[config.mk]
export PLATFORM = sky130hd
export DESIGN_NAME = dmem_arbiter
export DESIGN_NICKNAME = d
export VERILOG_FILES = /design/src/rtl/dmem_arb_pkg.sv /design/src/rtl/dmem_arbiter_rr_arb2.sv /design/src/rtl/dmem_arbiter.sv
export SDC_FILE = /design/constraint.sdc
export NUM_CORES = 1
export LEC_CHECK = 0
export ABC_AREA = 0
export BUFFER_PORTS_ARGS = -buffer_cell sky130_fd_sc_hd__buf_2
export CORE_MARGIN = 2
export CORE_UTILIZATION = 40
export CTS_CLUSTER_DIAMETER = 120
export CTS_CLUSTER_SIZE = 24
export DETAILED_ROUTE_END_ITERATION = 8
export PLACE_DENSITY = 0.8
export SYNTH_ARGS = -nofsm -noshare
export SYNTH_HDL_FRONTEND = slang
export SYNTH_SLANG_ARGS = --single-unit
[constraint.sdc]
create_clock -name clock -period 1.6 [get_ports clock]
set_input_delay 0.16 -clock clock [delete_from_list [all_inputs] [get_ports clock]]
set_output_delay 0.16 -clock clock [all_outputs]
set_load 0.02 [all_outputs]
[src/rtl/dmem_arb_pkg.sv]
// Shared definitions for the dmem arbiter: default bus widths and requester ids.
package dmem_arb_pkg;

    localparam int AW_DEF = 12;
    localparam int DW_DEF = 32;

    // The bit position in the request/grant vectors equals the id value.
    typedef enum logic {
        REQ_PROC = 1'b0,
        REQ_LOAD = 1'b1
    } req_id_e;

    function automatic req_id_e other_req(input req_id_e id);
        return (id == REQ_PROC) ? REQ_LOAD : REQ_PROC;
    endfunction

endpackage

[src/rtl/dmem_arbiter_rr_arb2.sv]
// Two-way round-robin selector; the pointer names the requester that wins a tie.
module rr_arb2
    import dmem_arb_pkg::*;
(
    input  logic       clock,
    input  logic       reset,
    input  logic [1:0] req,
    input  logic       accept,
    output logic [1:0] gnt
);

    req_id_e ptr;

    always_comb begin
        gnt = req;
        if (req == 2'b11) begin
            gnt = (ptr == REQ_PROC) ? 2'b01 : 2'b10;
        end
    end

    // Pointer always moves away from whoever just won, even without contention.
    always_ff @(posedge clock) begin
        if (reset) begin
            ptr <= REQ_PROC;
        end else if (accept) begin
            ptr <= other_req(gnt[1] ? REQ_LOAD : REQ_PROC);
        end
    end

endmodule

[src/rtl/dmem_arbiter.sv]
// Shares one single-port dmem between the processor and the loader/debug port.
// Arbitration in cycle N, registered access (gnt pulse) in N+1, read data in N+2.
module dmem_arbiter
    import dmem_arb_pkg::*;
#(
    parameter int AW = AW_DEF,
    parameter int DW = DW_DEF
) (
    input  logic          clock,
    input  logic          reset,
    input  logic          p_req,
    input  logic          p_wren,
    input  logic [AW-1:0] p_addr,
    input  logic [DW-1:0] p_data,
    output logic          p_gnt,
    output logic          p_rvalid,
    output logic [DW-1:0] p_q,
    input  logic          l_req,
    input  logic          l_wren,
    input  logic [AW-1:0] l_addr,
    input  logic [DW-1:0] l_data,
    output logic          l_gnt,
    output logic          l_rvalid,
    output logic [DW-1:0] l_q,
    input  logic          l_excl,
    output logic [AW-1:0] address_dmem,
    output logic [DW-1:0] data,
    output logic          wren,
    input  logic [DW-1:0] q_dmem
);

    // Handshake: a requester holds req and its fields stable until it sees its
    // gnt pulse; gnt means the access is on the dmem bus in that very cycle.
    // A port whose gnt is high is not a candidate, so a held req is never
    // granted twice.
    logic       p_cand;
    logic       l_cand;
    logic [1:0] arb_gnt;

    logic       rd_valid;
    req_id_e    rd_owner;

    assign p_cand = p_req & ~l_excl & ~p_gnt;
    assign l_cand = l_req & ~l_gnt;

    rr_arb2 u_rr (
        .clock  (clock),
        .reset  (reset),
        .req    ({l_cand, p_cand}),
        .accept (|arb_gnt),
        .gnt    (arb_gnt)
    );

    always_ff @(posedge clock) begin
        if (reset) begin
            p_gnt        <= 1'b0;
            l_gnt        <= 1'b0;
            wren         <= 1'b0;
            address_dmem <= '0;
            data         <= '0;
        end else begin
            p_gnt <= arb_gnt[REQ_PROC];
            l_gnt <= arb_gnt[REQ_LOAD];
            if (arb_gnt[REQ_PROC]) begin
                address_dmem <= p_addr;
                data         <= p_data;
                wren         <= p_wren;
            end else if (arb_gnt[REQ_LOAD]) begin
                address_dmem <= l_addr;
                data         <= l_data;
                wren         <= l_wren;
            end else begin
                wren <= 1'b0;
            end
        end
    end

    // One outstanding read at most: dmem answers exactly one cycle later.
    always_ff @(posedge clock) begin
        if (reset) begin
            rd_valid <= 1'b0;
            rd_owner <= REQ_PROC;
        end else begin
            rd_valid <= (p_gnt | l_gnt) & ~wren;
            rd_owner <= l_gnt ? REQ_LOAD : REQ_PROC;
        end
    end

    assign p_rvalid = rd_valid & (rd_owner == REQ_PROC);
    assign l_rvalid = rd_valid & (rd_owner == REQ_LOAD);
    assign p_q      = q_dmem;
    assign l_q      = q_dmem;

endmodule

-- Word level (Yosys, flattened, before mapping)
Index checks and enable logic that the tools add are counted.
- bitwise gates (word level): 12
- mux-type cells: 11
- equal/unequal tests: 1
- reductions and logical operators: 2
- operators by type and width (kind ; count):
    32-bit two-way mux ; 2
    12-bit two-way mux ; 2
    1-bit bitwise AND ; 6
    1-bit two-way mux ; 5
    1-bit inverter ; 5
    2-bit two-way mux ; 2
    2-bit == test, second input constant ; 1
    2-bit nonzero test ; 1
    2-bit OR reduction ; 1
    1-bit OR ; 1
- word-level logic and storage cells: 34
- register bits after elaboration: 50
- output and inout bits: 113

-- Logic depth before layout (Yosys ltp)
- word-level depth: 7
- mapped depth: 5

-- Cells and area by module
Synthesis repeated with hierarchy kept, for this count alone.
- cell total of the unflattened synthesis: 284
- area total of the unflattened synthesis: 2770.2 um^2
- modules (own cells, without submodules) (module ; cells an instance ; instances ; area each (um^2)):
    dmem_arbiter ; 278 ; 1 ; 2716.4
    rr_arb2 ; 6 ; 1 ; 53.8

-- Worst setup path before layout
No wires, ideal clock.
- path kind: register to register
- start: register p_gnt
- end: register wren
- arrival time: 1.387 ns
- path buffers: 2
- stages on the path, launching flop included: 6
- setup slack: 0.090 ns
- period minus slack after synthesis: 1.510 ns
- cell sequence: dfxtp_1 > or3b_4 > buf_6 > buf_2 > o21ai_0 > o21ai_1
- longest elaborated chain between the ends: 6
- ends and longest elaborated chain (item ; RTL line ; source):
    start, declared ; dmem_arbiter.sv:15 ; output logic p_gnt,
    start signal, assigned ; dmem_arbiter.sv:62 ; p_gnt <= arb_gnt[REQ_PROC];
    1-bit inverter * ; dmem_arbiter.sv:43 ; assign p_cand = p_req & ~l_excl & ~p_gnt;
    1-bit bitwise AND * ; dmem_arbiter.sv:43 ;
    2-bit == test ; dmem_arbiter_rr_arb2.sv:16 ; if (req == 2'b11) begin
    2-bit two-way mux * ; dmem_arbiter_rr_arb2.sv:16 ;
    1-bit two-way mux ; dmem_arbiter.sv:68 ; end else if (arb_gnt[REQ_LOAD]) begin
    1-bit two-way mux * ; dmem_arbiter.sv:64 ; if (arb_gnt[REQ_PROC]) begin
    end signal, assigned ; dmem_arbiter.sv:67 ; wren <= p_wren;
    end signal, assigned ; dmem_arbiter.sv:71 ; wren <= l_wren;
    end, declared ; dmem_arbiter.sv:28 ; output logic wren,
Every way passes the cells marked *; elsewhere a longest branch is shown, timed or not.
A chain may end at the register's enable or synchronous reset.

-- Worst setup path in the final report
- start: register p_gnt
- end: register data[31]
- longest elaborated chain between the ends: 5
- elaborated cells on any way between the ends: 6
- classes of those cells: 1 x eq/ne; 2 x mux; 2 x bitwise; 1 x reduce/logical
- ends and longest elaborated chain (item ; RTL line ; source):
    1-bit inverter * ; dmem_arbiter.sv:43 ;
    1-bit bitwise AND * ; dmem_arbiter.sv:43 ;
    2-bit == test ; dmem_arbiter_rr_arb2.sv:16 ;
    2-bit two-way mux * ; dmem_arbiter_rr_arb2.sv:16 ;
    32-bit two-way mux / 2-bit nonzero test (equally long branches) ; - ;
    end signal, assigned ; dmem_arbiter.sv:66 ; data <= p_data;
    end signal, assigned ; dmem_arbiter.sv:70 ; data <= l_data;
    end, declared ; dmem_arbiter.sv:27 ; output logic [DW-1:0] data,
Marks and branches as above.

==> out/results.txt <==
clk slew on worst S/H paths = 0.09 ns
placer congestion estimate = 0.7547
Max Clk Rate = 670.5 MHz
routed vias = 2630
area grow syn2layout = 15.05%
vias in the first global route = 2496
first-pass GRT wire length = 11750 µm
Routed WL per cell = 14.45 µm
fin crit period = 1.491 ns
worst path required time = 1.78 ns
largest net degree at the start of global routing = 51
Die Y = 92.40 µm
Post-Syn Instances = 336
Period Utilization, post-route = 93.21%
clock tree buffer depth = 2
internal power = 2.390 mW
Crit Path Class = flop to flop
#FFs+latches synth = 50
Clock Sinks = 50
Initial Utilization = 40.87%
CP Launch Type = flop
CTS tree = yes
Row Count = 32
final setup TNS = 0 ns
Tot GR Track Use = 16.79%
syn_nets = 463
Post-Route Skew = 0.005860 ns
register area = 1002 µm²
power share of the sequential group = 42.5%
root buffer cell = clkbuf_8
Max-Cap Viols = 0
Clock power frac = 32.9%
dpl ws = 0.1104 ns
gr ovfl total = 0
multi-input combinational cell area = 1449 µm²
sequential share of the synthesized area = 32.03%
Ports = 240
switching pwr = 928.0 µW
# diodes = 0
Sw Ratio = 27.97%
WP data arrival = 1.67 ns
clock latency on the worst-skew pair = 0.30 ns
Most used DFF post-synth = dfxtp_1
unrepaired setup endpoints after global routing = false
number of synthesized flops with an enable pin = 0
setup violators final = 0
DR vias/cell = 5.208
outcome = complete, no violations
Max Slew Vio Count = 0
HPWL after DPL = 5357 µm
Slew Limit Headroom = 75.19%
Tightest Pin Transition = 0.3712 ns
YS warnings = 0
Hold Buf Count CTS = 0
highest fanout seen on the critical path = 41
asr flop ratio synth = 0%
htree depth = 2
1st-iter DRT viols = 51
die area = 8537 µm²
final wirelength = 7296 µm
Crit. End Element = flop
layout cells sized above 1 = 44.17%
Post-route DRC = 0
Port Buffers = 143
Core Region = 7647 µm²
Worst Hold Class = input port to flop
Mean Syn Cell Area = 9.302 µm²
Lkg Pwr = 1.652 nW
Nets = 529
Hold Vio Cnt, Final = 0
Comb power frac = 24.6%
Power per Cell Area = 922.6 nW/µm²
drt first pass iters = 4
fill count = 758
synthesized area = 3125 µm²
total CTS buffers = 5
Worst VDD drop = 0.0006347 V
Cell variety after synth = 23
Power Total = 3.318 mW
antenna-violating nets left = 0
final worst slack = 0.1087 ns
die width = 92.40 µm
initial antenna violation count = 0
==> timing repair <==
action / 4_1_cts / 5_1_grt
resized for setup: 0 / 4
setup endpoints to repair: 0 / 4
buffers inserted: 0 / 0
==> stage by stage <==
step	hold WS (ns)	utilization (%)	cells	instance area [µm²]
2_1_floorplan	0.3059	-	336	3126
3_3_place_gp	0.3202	44.94	497	3437
3_5_place_dp	0.3202	44.94	497	3437
4_1_cts	0.09468	46.81	505	3580
5_1_grt	0.1076	47.02	505	3596
6_report	0.1013	47.02	505	3596
==> per-layer routing <==
layer | global-route usage, % | vias up | routed length, µm
met5 | 0 | - | 0
met4 | 5.597 | 0 | 133
met3 | 4.150 | 18 | 600
met2 | 29.38 | 125 | 3568
met1 | 20.05 | 1195 | 2994
li1 | - | 1292 | -
==> final cells by class <==
type                       instances  share of cell area [%]
sequential                        50                   27.87
inverter                           1                  0.1044
tap                              102                   3.549
clock inverter                     2                   1.670
clock buffer                       6                   2.296
timing repair buffer             152                   24.22
multi-input combinational        192                   40.29
==> power groups by stage <==
stage	logic [mW]	clock network (mW)	registers [mW]
floorplan	0.622	0	1.57
global route	0.888	1.17	1.42
CTS	0.819	1.13	1.41
finish	0.818	1.09	1.41
global placement	0.799	0	1.43
detailed placement	0.818	0	1.44
==> flip-flops by register name (all words and copies together), names as in the netlist <==
signal,count
l_gnt,1
data,32
rd_owner,1
rd_valid,1
address_dmem,12
wren,1
u_rr.ptr,1
p_gnt,1
==> kinds of logic after synthesis <==
family	share of synthesized area [%]
flops	32.03
compound gates	16.41
mux	14.09
simple gates	15.17
buf+inv	22.30
==> worst max-delay path, cell delays in order (launching register included) <==
cell,delay [ns]
dfxtp_1,0.33
or3b_4,0.43
buf_12,0.20
a2111oi_1,0.39
==> final timing paths <==
path / start / endpoint / slack [ns] / depth (start not counted)
setup reg to reg: p_gnt / data[31] / 0.11 / 3
hold reg to reg: wren / rd_valid / 0.44 / 1
setup / recovery: p_gnt / data[31] / 0.11 / 3
hold / removal: reset / l_gnt / 0.10 / 2
==> synth_stat cells, types with 2 or more instances <==
master     count  share of area, %
clkbuf_1      11               1.3
buf_6          5               1.8
nor2b_1        2              0.40
buf_4         68                16
nor3_1        46               7.4
a2111oi_2     11               5.3
buf_2          5              0.80
nor2_1        46               5.5
dfxtp_1       50                32
a2111oi_1     33                11
buf_8          4               1.9
mux2i_1       44                14
==> cell usage in the layout (no fill, tap or decap) <==
cell type and n:
buf_2 143, dfxtp_1 49, nor3_1 46, nor2_1 46, mux2i_1 44, a2111oi_1 30, a2111oi_2 14, buf_12 7
clkbuf_8 6, nor2b_1 2, bufinv_16 2, buf_4 2, and2_1 1, or3b_4 1, nor2b_4 1, and3b_2 1
nand3b_1 1, o21ai_0 1, nand2b_1 1, or4b_1 1, o21ai_1 1, inv_1 1, a211oi_1 1, dfxtp_2 1
No activity file was read; power rests on OpenSTA's default activity.
